**src/rtl/digit_entry_ctrl_pkg.sv**
```systemverilog
// Shared types and constants for the digit entry controller.
// Package name: dev_entry_pkg.
package dev_entry_pkg;

   localparam int NIBBLES = 4;
   localparam int DIGIT_W = 2;
   localparam int NIB_W   = 4;
   localparam int DATA_W  = NIBBLES * NIB_W;

   typedef enum logic [1:0] {
      IDLE  = 2'd0,
      ENTRY = 2'd1,
      OFFER = 2'd2
   } state_t;

   typedef logic [DIGIT_W-1:0] digit_idx_t;

   localparam digit_idx_t DIGIT_TOP = digit_idx_t'(NIBBLES - 1);

   // Replace one nibble of the working value, leaving the others untouched.
   function automatic logic [DATA_W-1:0] set_nibble(input logic [DATA_W-1:0] data,
                                                    input digit_idx_t        idx,
                                                    input logic [NIB_W-1:0]  nib);
      logic [DATA_W-1:0] res;
      res = data;
      res[idx*NIB_W +: NIB_W] = nib;
      return res;
   endfunction

endpackage

```
**src/rtl/digit_entry_ctrl_if.sv**
```systemverilog
// Commit handshake between the entry controller and the CPU-side register.
// master = controller (offers the value), slave = consumer.
interface digit_entry_ctrl_if;
   import dev_entry_pkg::*;

   logic              commit_valid;
   logic [DATA_W-1:0] commit_data;
   logic              commit_ready;

   modport master (output commit_valid, output commit_data, input commit_ready);
   modport slave  (input commit_valid, input commit_data, output commit_ready);

endinterface

```
**src/rtl/digit_entry_ctrl_btn_debounce.sv**
```systemverilog
// Button conditioner: 2-FF synchroniser, stability counter, rising-edge pulse.
// The debounced level only changes after the synchronised level has differed
// from it for DEBOUNCE_CYCLES consecutive samples.
module btn_debounce
   import dev_entry_pkg::*;
#(
   parameter int DEBOUNCE_CYCLES = 1_000_000
) (
   input  logic clk,
   input  logic rst,
   input  logic i_btn,
   output logic o_pulse
);

   localparam int CNT_W = (DEBOUNCE_CYCLES > 1) ? $clog2(DEBOUNCE_CYCLES) : 1;
   localparam logic [CNT_W-1:0] CNT_LAST = CNT_W'(DEBOUNCE_CYCLES - 1);

   logic             r_s1;
   logic             r_s2;
   logic             r_level;
   logic             r_level_d;
   logic             r_pulse;
   logic [CNT_W-1:0] r_cnt;

   // Synchronise, qualify the level for stability, and emit one pulse per rise
   always_ff @(posedge clk) begin
      if (rst) begin
         r_s1      <= 1'b0;
         r_s2      <= 1'b0;
         r_level   <= 1'b0;
         r_level_d <= 1'b0;
         r_pulse   <= 1'b0;
         r_cnt     <= '0;
      end else begin
         r_s1      <= i_btn;
         r_s2      <= r_s1;
         r_level_d <= r_level;
         r_pulse   <= r_level & ~r_level_d;
         if (r_s2 != r_level) begin
            if (r_cnt == CNT_LAST) begin
               r_level <= r_s2;
               r_cnt   <= '0;
            end else begin
               r_cnt <= r_cnt + CNT_W'(1);
            end
         end else begin
            r_cnt <= '0;
         end
      end
   end

   assign o_pulse = r_pulse;

endmodule

```
**src/rtl/digit_entry_ctrl.sv**
```systemverilog
// Sequenced 16-bit value entry from a 4-bit switch bank, MSB digit first,
// with a live preview and a valid/ready commit towards the CPU side.
// Optional build macro INPUT_TIMEOUT_EN adds an inactivity abort in ENTRY;
// without it the timeout output is tied low.
module digit_entry_ctrl
   import dev_entry_pkg::*;
#(
   parameter int DEBOUNCE_CYCLES = 1_000_000,
   parameter int TIMEOUT_CYCLES  = 500_000_000
) (
   input  logic                clk,
   input  logic                rst,
   input  logic [NIB_W-1:0]    i_sw,
   input  logic                i_btn_next,
   input  logic                i_btn_clear,
   output logic [DATA_W-1:0]   o_entry_data,
   output logic [DIGIT_W-1:0]  o_digit_sel,
   output logic                o_entry_active,
   output logic                o_timeout,
   digit_entry_ctrl_if.master  commit
);

   state_t            r_state;
   logic [NIB_W-1:0]  r_sw_s1;
   logic [NIB_W-1:0]  r_sw_s2;
   logic [DATA_W-1:0] r_entry_data;
   digit_idx_t        r_digit_sel;
   logic              r_entry_active;
   logic              r_commit_valid;
   logic [DATA_W-1:0] r_commit_data;
   logic              r_timeout;

   logic              w_next_p;
   logic              w_clear_p;
   logic              w_to_expire;
   logic [DATA_W-1:0] w_entry_live;

   btn_debounce #(.DEBOUNCE_CYCLES(DEBOUNCE_CYCLES)) u_db_next (
      .clk     (clk),
      .rst     (rst),
      .i_btn   (i_btn_next),
      .o_pulse (w_next_p)
   );

   btn_debounce #(.DEBOUNCE_CYCLES(DEBOUNCE_CYCLES)) u_db_clear (
      .clk     (clk),
      .rst     (rst),
      .i_btn   (i_btn_clear),
      .o_pulse (w_clear_p)
   );

   // Bring the switch nibble into the clock domain
   always_ff @(posedge clk) begin
      if (rst) begin
         r_sw_s1 <= '0;
         r_sw_s2 <= '0;
      end else begin
         r_sw_s1 <= i_sw;
         r_sw_s2 <= r_sw_s1;
      end
   end

   // Working value with the digit under edit replaced by the live switches
   assign w_entry_live = set_nibble(r_entry_data, r_digit_sel, r_sw_s2);

`ifdef INPUT_TIMEOUT_EN
   localparam int TO_W = (TIMEOUT_CYCLES > 1) ? $clog2(TIMEOUT_CYCLES) : 1;
   localparam logic [TO_W-1:0] TO_LAST = TO_W'(TIMEOUT_CYCLES - 1);

   logic [TO_W-1:0] r_to_cnt;

   // Inactivity counter: held at zero outside ENTRY, restarted by every press
   always_ff @(posedge clk) begin
      if (rst || (r_state != ENTRY) || w_next_p || w_clear_p || w_to_expire) begin
         r_to_cnt <= '0;
      end else begin
         r_to_cnt <= r_to_cnt + TO_W'(1);
      end
   end

   assign w_to_expire = (r_state == ENTRY) && (r_to_cnt == TO_LAST) && !w_next_p;
`else
   // No inactivity limit; the parameter is accepted but has no effect
   assign w_to_expire = (TIMEOUT_CYCLES < 0);
`endif

   // Entry state machine with registered outputs
   always_ff @(posedge clk) begin
      if (rst) begin
         r_state        <= IDLE;
         r_entry_data   <= '0;
         r_digit_sel    <= DIGIT_TOP;
         r_entry_active <= 1'b0;
         r_commit_valid <= 1'b0;
         r_commit_data  <= '0;
         r_timeout      <= 1'b0;
      end else begin
         r_timeout <= 1'b0;
         case (r_state)
            IDLE: begin
               if (w_next_p) begin
                  r_entry_data   <= '0;
                  r_digit_sel    <= DIGIT_TOP;
                  r_entry_active <= 1'b1;
                  r_state        <= ENTRY;
               end else if (w_clear_p) begin
                  r_entry_data <= '0;
               end
            end
            ENTRY: begin
               if (w_clear_p || w_to_expire) begin
                  // Clear (or inactivity) beats a simultaneous next press
                  r_entry_data   <= '0;
                  r_digit_sel    <= DIGIT_TOP;
                  r_entry_active <= 1'b0;
                  r_timeout      <= w_to_expire & ~w_clear_p;
                  r_state        <= IDLE;
               end else begin
                  r_entry_data <= w_entry_live;
                  if (w_next_p) begin
                     if (r_digit_sel != '0) begin
                        r_digit_sel <= r_digit_sel - digit_idx_t'(1);
                     end else begin
                        r_commit_data  <= w_entry_live;
                        r_commit_valid <= 1'b1;
                        r_entry_active <= 1'b0;
                        r_state        <= OFFER;
                     end
                  end
               end
            end
            OFFER: begin
               // Buttons are ignored; only acceptance leaves this state
               if (r_commit_valid && commit.commit_ready) begin
                  r_commit_valid <= 1'b0;
                  r_digit_sel    <= DIGIT_TOP;
                  r_state        <= IDLE;
               end
            end
            default: begin
               r_state        <= IDLE;
               r_entry_active <= 1'b0;
               r_commit_valid <= 1'b0;
            end
         endcase
      end
   end

   assign o_entry_data        = r_entry_data;
   assign o_digit_sel         = r_digit_sel;
   assign o_entry_active      = r_entry_active;
   assign o_timeout           = r_timeout;
   assign commit.commit_valid = r_commit_valid;
   assign commit.commit_data  = r_commit_data;

endmodule
```
**src/flat_wrapper.sv**
```systemverilog
// flat-port wrapper written by rule: the top's interface ports become plain ports
module digit_entry_ctrl_flat import dev_entry_pkg::*;
#(
   parameter int DEBOUNCE_CYCLES = 1_000_000,
   parameter int TIMEOUT_CYCLES  = 500_000_000
)
  (clk, rst, i_sw, i_btn_next, i_btn_clear, o_entry_data, o_digit_sel, o_entry_active, o_timeout, commit_commit_valid, commit_commit_data, commit_commit_ready);
  digit_entry_ctrl_if commit_i ();
  input  logic clk;
  input  logic rst;
  input  logic [NIB_W-1:0] i_sw;
  input  logic i_btn_next;
  input  logic i_btn_clear;
  output logic [DATA_W-1:0] o_entry_data;
  output logic [DIGIT_W-1:0] o_digit_sel;
  output logic o_entry_active;
  output logic o_timeout;
  output wire logic [$bits(commit_i.commit_valid)-1:0] commit_commit_valid;
  output wire logic [$bits(commit_i.commit_data)-1:0] commit_commit_data;
  input wire logic [$bits(commit_i.commit_ready)-1:0] commit_commit_ready;
  assign commit_commit_valid = commit_i.commit_valid;
  assign commit_commit_data = commit_i.commit_data;
  assign commit_i.commit_ready = commit_commit_ready;
  digit_entry_ctrl #(.DEBOUNCE_CYCLES(DEBOUNCE_CYCLES), .TIMEOUT_CYCLES(TIMEOUT_CYCLES)) u_core (.clk(clk), .rst(rst), .i_sw(i_sw), .i_btn_next(i_btn_next), .i_btn_clear(i_btn_clear), .o_entry_data(o_entry_data), .o_digit_sel(o_digit_sel), .o_entry_active(o_entry_active), .o_timeout(o_timeout), .commit(commit_i));
endmodule
```
**config.mk**
```make
export PLATFORM = sky130hd
export DESIGN_NAME = digit_entry_ctrl_flat
export DESIGN_NICKNAME = d
export VERILOG_FILES = /design/src/rtl/digit_entry_ctrl_pkg.sv /design/src/rtl/digit_entry_ctrl_if.sv /design/src/rtl/digit_entry_ctrl_btn_debounce.sv /design/src/rtl/digit_entry_ctrl.sv /design/src/flat_wrapper.sv
export SDC_FILE = /design/constraint.sdc
export NUM_CORES = 1
export LEC_CHECK = 0
export CORE_MARGIN = 5
export CORE_UTILIZATION = 60
export DETAILED_ROUTE_END_ITERATION = 10
export PLACE_DENSITY_LB_ADDON = 0.08
export SYNTH_ARGS = -nofsm -noshare
export SYNTH_HDL_FRONTEND = slang
export SYNTH_SLANG_ARGS = --single-unit
```
**constraint.sdc**
```tcl
create_clock -name clk -period 3.9 [get_ports clk]
set_input_delay 0.975 -clock clk [delete_from_list [all_inputs] [get_ports clk]]
set_output_delay 0.975 -clock clk [all_outputs]
set_load 0.02 [all_outputs]
```
* Yosys cells after proc, flatten, opt, wreduce, memory -nomap -nowiden
Index checks and enable logic that the tools add are counted.
Word-level totals: bits in registers 96, output and inout port bits 37
Operators by class: multiplexer cells 27, shifts and indexed selects 2, reductions and logical operators 15, $add $sub $neg 4, equality and inequality tests 15, bitwise logic cells 10
Operators by type and width (number):
- $mux 16 | 3
- $add 20x1->20 const B | 2
- $eq 20x20->1 const B | 2
- $neg 4->34 | 1
- $shift 4x34->16 const A | 1
- $shiftx 4x34->16 | 1
- $pmux 16 s2 | 1
- $mux 2 | 10
- $bwmux 16 | 1
- $pmux 2 s3 | 2
- $reduce_and 4->1 | 3
- $reduce_and 5->1 | 2
- $ne 3x3->1 const B | 3
- $mux 1 | 8
- $ne 2x2->1 const B | 4
- $not 1->1 | 8
- $pmux 1 s3 | 2
- $reduce_and 2->1 | 3
- $reduce_or 3->1 | 2
- $reduce_bool 2->1 | 2
- $ne 3x2->1 const B | 1
- $reduce_bool 3->1 | 1
- $and 1x1->1 | 2
- $eq 2x1->1 const B | 1
- 6 further kinds | 7

* Longest topological paths before layout
depth after elaboration 5, gate-level depth with buffers 9, mapped depth without buffers 6

* Hierarchy
Synthesis repeated with hierarchy kept, for this count alone.
Unflattened totals: cells, all modules 447, area, all modules 4097.7 sq um
Modules (own cells, without submodules):
- btn_debounce | seq. area each 500.5 sq um, instances 2, cells an instance 119, area an instance 1074.8 sq um
- digit_entry_ctrl | seq. area each 920.9 sq um, instances 1, cells an instance 209, area an instance 1948.1 sq um

* Worst setup path after synthesis
OpenSTA, ideal clock, no wires.
path kind register to register, from register u_core.r_digit_sel[0], in the netlist u_core.o_digit_sel[0], to register u_core.r_entry_active, in the netlist u_core.o_entry_active, clock period less this slack 2.415 ns, slack 1.485 ns, setup time 0.115 ns, stages on the path, launching flop included 9, data arrival time 2.301 ns, cells stage by stage dfxtp_1 > clkbuf_1 > inv_1 > ha_1 > nand2b_1 > a221oi_2 > clkbuf_1 > nor2_1 > o21a_1
On the way: longest elaborated chain between the ends 3
RTL lines:
- start: declaration | RTL line digit_entry_ctrl.sv:27 | digit_idx_t r_digit_sel;
- start signal: assignment | RTL line digit_entry_ctrl.sv:122 | r_digit_sel <= r_digit_sel - digit_idx_t'(1);
- $reduce_bool 2->1 | RTL line digit_entry_ctrl.sv:121 | if (r_digit_sel != '0) begin
- $ne 3x3->1 (no source line)
- $reduce_and 4->1 (no source line)
- end signal: assignment | RTL line digit_entry_ctrl.sv:115 | r_entry_active <= 1'b0;
- end signal: assignment | RTL line digit_entry_ctrl.sv:126 | r_entry_active <= 1'b0;
- end signal: assignment | RTL line digit_entry_ctrl.sv:142 | r_entry_active <= 1'b0;
- end: declaration | RTL line digit_entry_ctrl.sv:28 | logic r_entry_active;
No other way between the ends. A chain may end at the register's enable or synchronous reset.

* Final worst setup path
from register u_core.r_digit_sel[0], in the netlist u_core.o_digit_sel[0], to output o_digit_sel[0]
RTL lines:
- end: declaration | RTL line flat_wrapper.sv:15 | output logic [DIGIT_W-1:0] o_digit_sel;
No word-level cell between the ends.

==> impl_metrics.csv <==
group,metric,value,unit
synthesis,synthTopCellsByArea,"dfxtp_1 47%, a21oi_1 4.5%, nor3_1 4.4%",
drt,remaining_drc_errors,0,
cells_and_area,final_area,0.004777,mm2
cts,cts_tree,"done",
drt,routedWlPerCell,14.15,um
synthesis,syn_avg_cell_area,8.616,um2
hold_path,hp-class,"flop to flop",
place,place.gp.congestion,0.9299,
grt,grt_usage,20.48,%
cells_and_area,num_antenna_cells,0,
sta,slew_viol_final,0,
sta,rsz0062_at_grt,"false",
cells_and_area,nets,522,
synthesis,yosys-top-cells-count,"96 x dfxtp_1, 48 x nor2_1, 37 x a21oi_1",
synthesis,synth_edf_count,0,
grt,grt_max_degree,37,
synthesis,synth_nets,491,
sta,min_period,2.630,ns
drt,totalWireLength,8363,um
synthesis,synth_area,0.004093,mm2
outcome,status,"finished, final reports clean",
place,port_buffers,44,
synthesis,netlist.area_leader.share,46.96,%
sta,max_freq,380.2,MHz
drt,dr.pass1.iters,4,
cts,cts_root_buffer,"clkbuf_8",
cts,clock_sinks,96,
synthesis,ys_seq_area_share,46.96,%
synthesis,yosys_warnings,0,
place,placedInstanceArea,0.004539,mm2
worst_setup_path,path_cells,"clkdlybuf4s50_1",
worst_setup_path,critPathLaunchType,"flop",
worst_setup_path,crit_buf_inv,1,
floorplan,row_count,30,
grt,gr-total-overflow,0,
pwr,powerDensity,372.4,mW/mm2
sta,hold_viol,0,
worst_setup_path,worstPathRequired,2.92,ns
worst_setup_path,arrival,1.66,ns
synthesis,yosysMostFrequentCell,"dfxtp_1",
worst_setup_path,endpoint_kind,"output port",
cts,cts_inserted_buffers,9,
floorplan,die_x,92.59,um
cts,cts.clk_slew.worst_paths,0.10,ns
sta,tightestPinTransition,1.166,ns
worst_setup_path,crit_slowest_cell,"clkdlybuf4s50_1",
worst_setup_path,path_delay_family,"buffers and inverters",
drt,routed-via-count,3440,
floorplan,die_h,92.59,um
worst_setup_path,crit_fanout,15,
grt,grt_pass1_wl,14350,um
place,dp_hpwl,5906,um
pwr,peakVddDrop,235.4,uV
floorplan,num_io_pins,46,
pwr,leakage,0.001543,uW
cts,htree_levels,3,
sta,relSlewSlack,22.27,%
cts,holdBufCountCts,0,
cells_and_area,drive_above_1_share,5.479,%
sta,setup_viol,0,
cells_and_area,area_growth,16.72,%
worst_setup_path,worstSetupPathType,"flop to output port",
drt,drt_iter0_drc,138,
grt,antenna_found_initial,0,
drt,via_per_inst,5.821,
cells_and_area,num-fill-cells,535,
synthesis,synth_cell_types,46,
cts,cts_setup_buffers,0,
grt,grt_pass1_vias,3209,
worst_setup_path,cpPeakStageDelay,0.69,ns
sta,fin_skew,0.007966,ns
sta,whs,0.3849,ns
cts,cts_buffer_depth,2,
sta,tns,0,ns
synthesis,postSynthCellCount,475,
synthesis,yosysTopAreaCell,"dfxtp_1",
cts,clk_latency,0.36,ns
floorplan,core-area,0.006719,mm2
flow_run,drv_cap,0,
sta,min_period_over_period,67.44,%
synthesis,ys_ff_latch,96,
cts,post_cts_resized,0,
synthesis,synthArstFlopShare,0,%
drt,ant_nets,0,
floorplan,initial_core_util,60.91,%
floorplan,die-area,0.008573,mm2
synthesis,synth_flop_cell,"dfxtp_1",
==> path summary, 6_finish.rpt <==
path,startpoint,to,slack [ns],cells past startpoint
setup reg to reg,u_core.o_digit_sel[0]$_SDFFE_PP1P_,u_core.commit.commit_data[3]$_SDFFE_PP0P_,1.55,6
hold reg to reg,u_core.u_db_next.r_level_d$_SDFF_PP0_,u_core.u_db_next.o_pulse$_SDFF_PP0_,0.38,1
hold / removal,u_core.u_db_next.r_level_d$_SDFF_PP0_,u_core.u_db_next.o_pulse$_SDFF_PP0_,0.38,1
setup / recovery,u_core.o_digit_sel[0]$_SDFFE_PP1P_,o_digit_sel[0],1.27,1
==> cell usage in the layout (no fill, tap or decap), types with 2 or more instances in the layout <==
cell type        count
dfxtp_1             96
nor2_1              48
clkdlybuf4s50_1     43
a21oi_1             37
nor3_1              36
inv_1               29
nand2_1             19
nor2b_1             17
xor2_1              16
a22oi_1             16
nand4_1             13
nand3_1             13
o22ai_1             13
or3_1               12
clkbuf_8            11
o21ai_0             10
xnor2_1              8
ha_1                 7
and3_1               6
o31ai_1              6
and2_1               5
or4_1                5
o32ai_1              4
buf_4                4
and4_1               3
nand2b_1             3
nand3b_1             3
nor4_1               2
or3b_2               2
a21o_1               2
o21a_1               2
bufinv_16            2
inv_6                2
==> sequential cells by signal (all words and copies together), names as in the netlist <==
signal,flops
u_core.commit.commit_data,16
u_core.u_db_next.r_level_d,1
u_core.u_db_clear.r_level_d,1
u_core.u_db_next.r_cnt,20
u_core.commit.commit_valid,1
u_core.o_entry_active,1
u_core.u_db_clear.r_s2,1
u_core.r_sw_s1,4
u_core.r_state,2
u_core.u_db_next.r_s2,1
u_core.u_db_clear.o_pulse,1
u_core.o_entry_data,16
u_core.u_db_clear.r_level,1
u_core.u_db_clear.r_s1,1
u_core.u_db_next.r_level,1
u_core.r_sw_s2,4
u_core.o_digit_sel,2
u_core.u_db_next.o_pulse,1
u_core.u_db_next.r_s1,1
u_core.u_db_clear.r_cnt,20
==> where the power goes <==
part | switching [uW] | total (uW) | internal (uW)
Clock | 355 | 757 | 402
Combinational | 18.8 | 32.3 | 13.4
Sequential | 3.58 | 989 | 986
Total | 377 | 1780 | 1400
==> metrics by stage <==
stage          power [uW]  cells  worst slack, ns  util, %
4_1_cts              1791    591            1.250    71.10
3_3_place_gp         1044    575            1.650    67.56
6_report             1779    591            1.270    71.10
2_1_floorplan        1032    475            1.485        -
5_1_grt              1838    591            1.181    71.10
3_5_place_dp         1045    575            1.569    67.56
==> cell type report <==
class                      count  area [um2]  area share [%]
sequential                    96        1922           40.23
inverter                      29       108.9           2.279
timing repair buffer          48       465.4           9.743
clock buffer                  11       151.4           3.169
multi-input combinational    322        1943           40.68
tap                           80       100.1           2.095
clock inverter                 5       86.33           1.807
==> layer usage <==
metal,track usage (%),up-vias,wire length [um]
li1,-,1727,-
met1,23.57,1615,3696
met2,36.74,80,4076
met3,4.143,18,387
met4,8.540,0,201
met5,0,-,0
==> worst reg2reg max path, stage by stage, from the launching register on <==
cell and delay [ns]:
dfxtp_1 0.60, inv_1 0.17, ha_1 0.36, nand2b_1 0.23, a221o_1 0.55, a21oi_1 0.23, nor3_1 0.07
==> cell families after synthesis <==
kind of cell	share of synthesized area, %
AND/OR/NAND/NOR	25.37
flip-flops	46.96
AO/OA/AOI/OAI	14.74
XOR/XNOR	5.136
buffers and inverters	5.564
other	0.09163
adder cells (fa/ha/maj)	2.140
Power figures use the tool's default switching activity.
